File: src/rtl/issue_queue_alu.sv
// issue_queue_alu: data-capture, age-ordered, compacting issue queue feeding
// the ALU execute stage. Entries wait for both operands (captured at dispatch
// or from the result bypass bus) and the oldest ready entry issues each cycle.
module issue_queue_alu #(
   parameter int DEPTH     = 8,
   parameter int WIDTH_REG = 7,
   parameter int WIDTH_CNT = 4
) (
   input  logic                     i_clk,
   input  logic                     i_rst,
   input  logic                     i_flush,
   input  logic                     i_dis_valid,
   input  logic [6:0]               i_dis_uop,
   input  logic [9:0]               i_dis_func,
   input  logic [WIDTH_REG-1:0]     i_dis_rd,
   input  logic [31:0]              i_dis_PC,
   input  logic [31:0]              i_dis_imm,
   input  logic [WIDTH_REG-1:0]     i_dis_rs1,
   input  logic [WIDTH_REG-1:0]     i_dis_rs2,
   input  logic                     i_dis_rdy1,
   input  logic                     i_dis_rdy2,
   input  logic [31:0]              i_dis_op1,
   input  logic [31:0]              i_dis_op2,
   input  logic [32+WIDTH_REG:0]    i_bypass,
   output logic                     o_full,
   output logic [WIDTH_CNT-1:0]     o_count,
   output logic                     o_valid,
   output logic [6:0]               o_uop,
   output logic [9:0]               o_func,
   output logic [WIDTH_REG-1:0]     o_addr,
   output logic [31:0]              o_PC,
   output logic [31:0]              o_op1,
   output logic [31:0]              o_op2,
   output logic [31:0]              o_imm
);

   localparam int IDX_W = $clog2(DEPTH);

   typedef struct packed {
      logic                 valid;
      logic [6:0]           uop;
      logic [9:0]           func;
      logic [WIDTH_REG-1:0] rd;
      logic [31:0]          pc;
      logic [31:0]          imm;
      logic [WIDTH_REG-1:0] rs1;
      logic [WIDTH_REG-1:0] rs2;
      logic                 rdy1;
      logic                 rdy2;
      logic [31:0]          op1;
      logic [31:0]          op2;
   } entry_t;

   entry_t [DEPTH-1:0]   q;
   entry_t [DEPTH-1:0]   q_nxt;
   // One extra empty slot on top so the shift-down of the youngest entry
   // pulls in an invalid entry.
   entry_t [DEPTH:0]     woken;
   entry_t               new_entry;
   logic [WIDTH_CNT-1:0] count;
   logic [WIDTH_CNT-1:0] count_nxt;
   logic [WIDTH_CNT-1:0] wr_idx;
   logic [IDX_W-1:0]     sel;
   logic                 issue;
   logic                 accept;
   logic                 byp_valid;
   logic [WIDTH_REG-1:0] byp_tag;
   logic [31:0]          byp_data;

   assign byp_valid = i_bypass[32+WIDTH_REG];
   assign byp_tag   = i_bypass[31+WIDTH_REG:32];
   assign byp_data  = i_bypass[31:0];

   assign o_full  = (count == WIDTH_CNT'(DEPTH));
   assign o_count = count;
   assign accept  = i_dis_valid & ~o_full & ~i_flush;
   // Slot for the new entry: one lower when the issuing entry vacates a slot.
   assign wr_idx  = count - WIDTH_CNT'(issue);

   // Select the oldest entry whose registered operands are both ready.
   always_comb begin
      issue = 1'b0;
      sel   = '0;
      for (int i = DEPTH-1; i >= 0; i--) begin
         if (q[i].valid && q[i].rdy1 && q[i].rdy2) begin
            issue = 1'b1;
            sel   = IDX_W'(i);
         end else begin
            issue = issue;
            sel   = sel;
         end
      end
   end

   // Apply bypass wakeup to the stored entries before any shifting.
   always_comb begin
      woken = '0;
      for (int i = 0; i < DEPTH; i++) begin
         woken[i] = q[i];
         if (byp_valid && q[i].valid && !q[i].rdy1 && (q[i].rs1 == byp_tag)) begin
            woken[i].rdy1 = 1'b1;
            woken[i].op1  = byp_data;
         end else begin
            woken[i].rdy1 = q[i].rdy1;
         end
         if (byp_valid && q[i].valid && !q[i].rdy2 && (q[i].rs2 == byp_tag)) begin
            woken[i].rdy2 = 1'b1;
            woken[i].op2  = byp_data;
         end else begin
            woken[i].rdy2 = q[i].rdy2;
         end
      end
   end

   // Build the incoming entry, capturing a same-cycle bypass result.
   always_comb begin
      new_entry       = '0;
      new_entry.valid = 1'b1;
      new_entry.uop   = i_dis_uop;
      new_entry.func  = i_dis_func;
      new_entry.rd    = i_dis_rd;
      new_entry.pc    = i_dis_PC;
      new_entry.imm   = i_dis_imm;
      new_entry.rs1   = i_dis_rs1;
      new_entry.rs2   = i_dis_rs2;
      new_entry.rdy1  = i_dis_rdy1 | (byp_valid & (i_dis_rs1 == byp_tag));
      new_entry.rdy2  = i_dis_rdy2 | (byp_valid & (i_dis_rs2 == byp_tag));
      new_entry.op1   = i_dis_rdy1 ? i_dis_op1 : byp_data;
      new_entry.op2   = i_dis_rdy2 ? i_dis_op2 : byp_data;
   end

   // Next queue image: compact over the issued slot, then insert dispatch.
   always_comb begin
      q_nxt     = '0;
      count_nxt = count;
      if (i_flush) begin
         q_nxt     = '0;
         count_nxt = '0;
      end else begin
         for (int i = 0; i < DEPTH; i++) begin
            if (accept && (WIDTH_CNT'(i) == wr_idx)) begin
               q_nxt[i] = new_entry;
            end else if (issue && (IDX_W'(i) >= sel)) begin
               q_nxt[i] = woken[i+1];
            end else begin
               q_nxt[i] = woken[i];
            end
         end
         count_nxt = count + WIDTH_CNT'(accept) - WIDTH_CNT'(issue);
      end
   end

   // Drive the execute bundle from the selected entry, zero when idle.
   always_comb begin
      o_valid = issue;
      if (issue) begin
         o_uop  = q[sel].uop;
         o_func = q[sel].func;
         o_addr = q[sel].rd;
         o_PC   = q[sel].pc;
         o_op1  = q[sel].op1;
         o_op2  = q[sel].op2;
         o_imm  = q[sel].imm;
      end else begin
         o_uop  = 7'd0;
         o_func = 10'd0;
         o_addr = '0;
         o_PC   = 32'd0;
         o_op1  = 32'd0;
         o_op2  = 32'd0;
         o_imm  = 32'd0;
      end
   end

   // Queue state and occupancy register with asynchronous reset.
   always_ff @(posedge i_clk or posedge i_rst) begin
      if (i_rst) begin
         q     <= '0;
         count <= '0;
      end else begin
         q     <= q_nxt;
         count <= count_nxt;
      end
   end

endmodule

File: config.mk
export PLATFORM = sky130hd
export DESIGN_NAME = issue_queue_alu
export DESIGN_NICKNAME = d
export VERILOG_FILES = /design/src/rtl/issue_queue_alu.sv
export SDC_FILE = /design/constraint.sdc
export NUM_CORES = 2
export LEC_CHECK = 0
export CAP_MARGIN = 10
export CORE_MARGIN = 1.5
export CORE_UTILIZATION = 40
export CTS_CLUSTER_DIAMETER = 100
export DETAILED_ROUTE_END_ITERATION = 7
export GPL_TIMING_DRIVEN = 0
export PLACE_DENSITY = 0.65
export SYNTH_ARGS = -nofsm -noshare
export SYNTH_HDL_FRONTEND = slang
export SYNTH_SLANG_ARGS = --single-unit
export TNS_END_PERCENT = 1
File: constraint.sdc
create_clock -name i_clk -period 138.2 [get_ports i_clk]
set_input_delay 41.46 -clock i_clk [delete_from_list [all_inputs] [get_ports i_clk]]
set_output_delay 41.46 -clock i_clk [all_outputs]
set_load 0.02 [all_outputs]
**After elaboration in Yosys (flattened, before gate mapping)**

Index checks and enable logic that the tools add are counted.

- Order comparisons: 9
- Div/mod/pow operators: 0
- Bitwise operators: 8
- Shifts and indexed selects: 0
- Multipliers: 0
- Equality and inequality tests: 26
- Muxes and demuxes: 77
- Reduce and logical (&&, ||, !) cells: 99
- Add/subtract/negate cells: 3

Operators by type and width:

| kind | count |
|---|---|
| $mux W169 | 16 |
| $mux W1352 | 1 |
| $mux W32 | 22 |
| $bmux W169 S3 | 1 |
| $mux W168 | 1 |
| $eq A7 B7 Y1 | 18 |
| $logic_and A1 B1 Y1 | 72 |
| $mux W1 | 24 |
| $mux W3 | 8 |
| $reduce_bool A3 Y1 | 8 |
| $eq A3 B4 Y1 const A | 4 |
| $logic_not A1 Y1 | 16 |
| $mux W7 | 2 |
| $ge A3 B3 Y1 const A | 4 |
| $mux W10 | 1 |
| $eq A2 B4 Y1 const A | 2 |
| $reduce_bool A4 Y1 | 2 |
| $sub A4 B1 Y4 | 2 |
| $ge A1 B3 Y1 const A | 2 |
| $ge A2 B3 Y1 const A | 2 |
| $add A4 B1 Y4 | 1 |
| $and A1 B1 Y1 | 4 |
| $eq A1 B4 Y1 const A | 1 |
| $eq A4 B4 Y1 const B | 1 |
| 5 further kinds | 7 |

- Register bits: 1356
- Output and inout bits: 158
- Input bits: 212
- Bits in latches: 0
- Memory bits (read-only): 0
- Memories: 0
- Bits in writable memories: 0

**Logic depth before layout (Yosys ltp)**

- Depth in word-level cells: 15
- Gate-level depth with buffers: 15
- Depth with buffers taken out: 13

**Least setup slack after synthesis**

OpenSTA, ideal clock, no wires.

- Path type: reg2out
- Start point: register q[64] (netlist bit)
- End point: output o_PC[0]
- Cell stages (with the launch flop): 11
- Setup slack: 94580 ps
- Data required time: 96740 ps
- Data arrival time: 2160 ps
- Cell sequence: dfrtp_1 > and3_1 > buf_4 > nor3_2 > a311o_1 > buf_2 > buf_2 > buf_4 > buf_4 > mux2i_1 > o221ai_1

- Word-level cells in the longest chain between the ends: 5
- Elaborated cells between the ends (all ways): 6
- Those cells by class: mux: 5; reduce/logical: 1

Ends and longest elaborated chain:

| what | line | text |
|---|---|---|
| start, declared | 54 | `entry_t [DEPTH-1:0] q;` |
| start signal, assigned | 181 | `q <= q_nxt;` |
| $logic_and A1 B1 Y1 * | 85 | `if (q[i].valid && q[i].rdy1 && q[i].rdy2) begin` |
| $mux W3 | 85 |  |
| $bmux W169 S3 | 160 | `o_PC = q[sel].pc;` |
| $mux W168 | -- |  |
| $mux W32 * | 156 | `if (issue) begin` |
| end, declared | 31 | `output logic [31:0] o_PC,` |

Every way passes the cells marked *; elsewhere a longest branch is shown, timed or not. The select of a mux whose other input is x is not followed.

**Worst setup path in the final report**

- Start point: register q[65] (netlist bit)
- End point: output o_op1[30]

- Word-level cells in the longest chain between the ends: 6
- Elaborated cells between the ends (all ways): 7
- Those cells by class: mux: 5; reduce/logical: 2

Ends and longest elaborated chain:

| what | line | text |
|---|---|---|
| $logic_and A1 B1 Y1 * (2 in series) | 85 |  |
| $mux W3 | 85 |  |
| $bmux W169 S3 | 161 | `o_op1 = q[sel].op1;` |
| $mux W168 | -- |  |
| $mux W32 * | 156 |  |
| end, declared | 32 | `output logic [31:0] o_op1,` |

Marked as above.

==> PnR_summary.wiki <==
{| class="wikitable"
! Metric !! Value
|-
| Die outline width || approximately 450 microns
|-
| Biggest area consumer among synthesized cells || sky130_fd_sc_hd__dfrtp_1
|-
| Combined area of all synthesized cells || 79400 sq um
|-
| YS warnings || 0
|-
| CP Data Required Time || roughly 97000 ps
|-
| FFs w/ async S/R, synth || 1.00
|-
| Final total power || 0.00111 W
|-
| Count of flip-flops with a built-in enable after synthesis || 0
|-
| Post-route DRC violation count || 0
|-
| Non-filler cells in the finished layout || 11.3k
|-
| Timing-limited maximum frequency || 21.1 MHz
|-
| Clock power frac || 0.402
|-
| Critical Path AT || 6050 ps
|-
| Number of buffers inserted to repair setup after CTS || 0
|-
| Worst-skew pair later-pin latency || between 800 and 900 ps
|-
| Count of cell types in the netlist || 66
|-
| CTS Hold Buffers Added || 0
|-
| Deepest level of the CTS H-tree || 4
|-
| Maximum clock insertion buffer count || 3
|-
| Internal Dissipation || 0.000751 W
|-
| Number of hold-slack violations in the final timing report || 0
|-
| Placeable core region || 197000 sq um
|-
| Largest voltage drop on the vdd net || 0.00000997 V
|-
| Synth Area in Adders || 0.00167
|-
| Number of instances in the placed design || 11.0k
|-
| Area share of the leading cell type in the synthesized netlist || 0.427
|-
| Sequential standard cell area || 33900 sq um
|-
| Worst Max-Slew Pin Slew || roughly 1400 ps
|-
| Switching Fraction || 0.324
|-
| Post-synthesis sequential area ratio || 0.427
|-
| Most frequently used cell type in the post-synthesis netlist || sky130_fd_sc_hd__dfrtp_1
|-
| Worst-case headroom to the max-slew limit || 0.0472
|-
| Post-detailed-route count of antenna-violating nets || 0
|-
| Setup TNS || 0 ps
|-
| Most used flip-flop cell after synthesis || sky130_fd_sc_hd__dfrtp_1
|-
| Mux cell area share after synthesis || 0.190
|-
| Share of the core filled with cells in the final layout || 0.462
|-
| Number of nets produced by synthesis || approximately 8.3k
|-
| Effective utilization at floorplan || 0.403
|-
| Area delta synth->final || 14.6%
|-
| Post-route fraction of the period consumed by the critical path || 0.344
|-
| Initial antenna violation count || 53
|-
| Critical path type || register to output port
|-
| Final-report setup violation count || 0
|-
| Unrepaired setup endpoints after global routing || false
|-
| Routed via count divided by cell count || 6.61
|-
| Reg-to-Reg Start || q[741]
|-
| Critical Path Start || q[65]
|-
| Floorplan die area || 201000 sq um
|-
| Number of rows created at floorplan || 163
|-
| Post-synth top cells || sky130_fd_sc_hd__dfrtp_1 (1356), sky130_fd_sc_hd__mux2i_1 (1071), sky130_fd_sc_hd__nand2_1 (1050)
|-
| Average size of a mapped cell || 9.79 sq um
|-
| Capturing element type of the critical path || output port
|-
| Critical Path Start Type || register
|-
| Number of global-route vias before repair || about 74k
|-
| Area of the multi-input gates || 40900 sq um
|-
| Layout filler cell count || 18.5k
|-
| Min-Delay Startpoint || q[47]
|-
| CTS buffer count || 159
|-
| Time the final worst path needs with I/O delays and setup || 47510 ps
|-
| Path class of the lowest-slack min-delay path || register to register
|-
| Dominant combinational cell family by area after synthesis || multiplexers
|-
| Slack of the worst reg-to-reg path || 132140 ps
|-
| Maximum fanout along the worst path || 10
|-
| Number of primary I/O pins || 370
|-
| Synthesized-area fraction occupied by xor and xnor cells || 0.0143
|-
| Number of flip-flops and latches in the synthesized netlist || 1356
|-
| Quantity of I/O buffers inserted on ports || 225
|-
| Post-DP HPWL || 257 mm
|-
| Net switching power of the design || 0.000360 W
|-
| Detailed-route wire length || approximately 360 mm
|-
| Wire length per cell || roughly 32 microns
|-
| Clock-pin slew reported for the worst setup and hold paths after clock tree synthesis || 70 ps
|-
| GRT overflow || 0
|-
| Die height || 449 microns
|-
| Max-cap viol count || 0
|-
| First-pass GRT wire length || 515 mm
|-
| Total GRT Usage || 0.345
|-
| Clock Root Buffer || sky130_fd_sc_hd__clkbuf_16
|-
| Resized Gates After CTS || 0
|-
| Fraction of power consumed by sequential logic || 0.405
|-
| Post-synthesis compound-gate area fraction || 0.187
|-
| Logic pwr share || 0.193
|-
| Number of optimization iterations in the first detailed-route pass || 7
|-
| Layout cell share with drive strength beyond 1 || 0.128
|-
| Simple-gate portion of the synthesized area || 0.122
|-
| Total via count in the routed design || 74.8k
|-
| Initial drt markers || between 10k and 15k
|-
| Leading cell types by total area after synthesis || sky130_fd_sc_hd__dfrtp_1 (43%), sky130_fd_sc_hd__mux2i_1 (13%), sky130_fd_sc_hd__a311oi_1 (5.7%)
|-
| Worst clock skew || around 47 ps
|-
| Number of nets at the end of the flow || 8743
|-
| Number of cells produced by synthesis || approximately 8.1k
|-
| Total power divided by cell area || 12.2 nW/um^2
|-
| Outcome || complete, no violations
|-
| Final max-slew violation count || 0
|-
| Sinks on Clock Net || 1356
|-
| Final GP Congestion || 1.00
|-
| Lkg Pwr || 38.5 nW
|-
| CTS tree || yes
|-
| Maximum number of pins on one net before global-route repair || 131
|}
==> cells by family after synthesis <==
logic type                 count (synthesis)
xor gates and xnor gates                 130
AOI/OAI and AO/OA                       1848
and+or+nand+nor                         2284
muxes                                   1460
DFF                                     1356
adders and majority gates                 10
buffers and inverters                   1021
==> registers in the layout, indices dropped and copies added (netlist names) <==
signal   flops
q         1352
o_count      4
==> critical path, cell delays in order, from the launching register on <==
cell and delay (ps):
sky130_fd_sc_hd__dfrtp_1 400, sky130_fd_sc_hd__nand3_2 290, sky130_fd_sc_hd__and2_1 250, sky130_fd_sc_hd__clkbuf_1 150
sky130_fd_sc_hd__buf_2 250, sky130_fd_sc_hd__nand2_1 780, sky130_fd_sc_hd__clkbuf_2 870, sky130_fd_sc_hd__clkbuf_1 990
sky130_fd_sc_hd__o221ai_1 500, sky130_fd_sc_hd__clkdlybuf4s50_1 670
==> final cells by class <==
cell class / instances / area share
Buffer: 1013 / 0.0501
Antenna cell: 34 / 0.000934
Multi-Input combinational cell: 5732 / 0.449
Inverter: 8 / 0.000412
Timing Repair Buffer: 251 / 0.0309
Clock buffer: 230 / 0.0506
Tap cell: 2640 / 0.0363
Clock inverter: 59 / 0.00881
Sequential cell: 1356 / 0.373
==> stage by stage <==
step	area, sq um	hold WS, ps	worst slack [ps]
CTS	90900	509	90970
global placement	85000	492	41520
floorplan	79400	477	58510
global route	91000	526	90800
finish	91100	507	90690
detailed placement	85500	495	91780
==> metal layers <==
| metal | vias up | global-route usage | share of wire |
|---|---|---|---|
| met4 | 18 | 0.243 | 0.080 |
| met3 | 1326 | 0.106 | 0.12 |
| met1 | 37000 | 0.422 | 0.37 |
| li1 | 31200 | - | - |
| met2 | 5354 | 0.514 | 0.43 |
| met5 | - | 0.00450 | 0.00063 |
==> power groups by stage <==
stage,clock [W],sequential (W),combinational (W)
CTS,0.000444,0.000449,0.000207
floorplan,0,0.000451,0.000130
global route,0.000461,0.000454,0.000223
finish,0.000447,0.000451,0.000214
detailed placement,0,0.000456,0.000206
global placement,0,0.000457,0.000200
==> cell usage in the layout (no fill, tap or decap), types with 29 or more instances in the layout <==
master,count
sky130_fd_sc_hd__o21ai_0,29
sky130_fd_sc_hd__dfrtp_1,1356
sky130_fd_sc_hd__diode_2,34
sky130_fd_sc_hd__a22oi_1,102
sky130_fd_sc_hd__nor2_1,671
sky130_fd_sc_hd__buf_2,254
sky130_fd_sc_hd__a211oi_1,167
sky130_fd_sc_hd__clkbuf_16,160
sky130_fd_sc_hd__a22o_1,102
sky130_fd_sc_hd__or3_1,32
sky130_fd_sc_hd__clkbuf_8,34
sky130_fd_sc_hd__clkbuf_2,91
sky130_fd_sc_hd__nand2b_1,43
sky130_fd_sc_hd__nand3_1,316
sky130_fd_sc_hd__nor2b_1,72
sky130_fd_sc_hd__buf_4,61
sky130_fd_sc_hd__mux2i_1,1071
sky130_fd_sc_hd__buf_1,38
sky130_fd_sc_hd__o2bb2ai_1,103
sky130_fd_sc_hd__mux2_2,383
sky130_fd_sc_hd__clkdlybuf4s50_1,225
sky130_fd_sc_hd__o41ai_1,32
sky130_fd_sc_hd__xor2_1,91
sky130_fd_sc_hd__o22ai_1,423
sky130_fd_sc_hd__a32o_1,152
sky130_fd_sc_hd__xnor2_1,39
sky130_fd_sc_hd__a222oi_1,32
sky130_fd_sc_hd__clkbuf_1,591
sky130_fd_sc_hd__o221ai_1,152
sky130_fd_sc_hd__a311oi_1,513
sky130_fd_sc_hd__nand2_1,1050
==> final timing paths <==
path	end	depth (start not counted)
setup / recovery	o_op1[30]	9
hold / removal	q[47]	1
setup reg to reg	q[556]	12
hold reg to reg	q[47]	1
max in group asynchronous	q[174]	5
min in group asynchronous	q[1338]	2
Note: power is estimated with default switching activity, not from simulation.
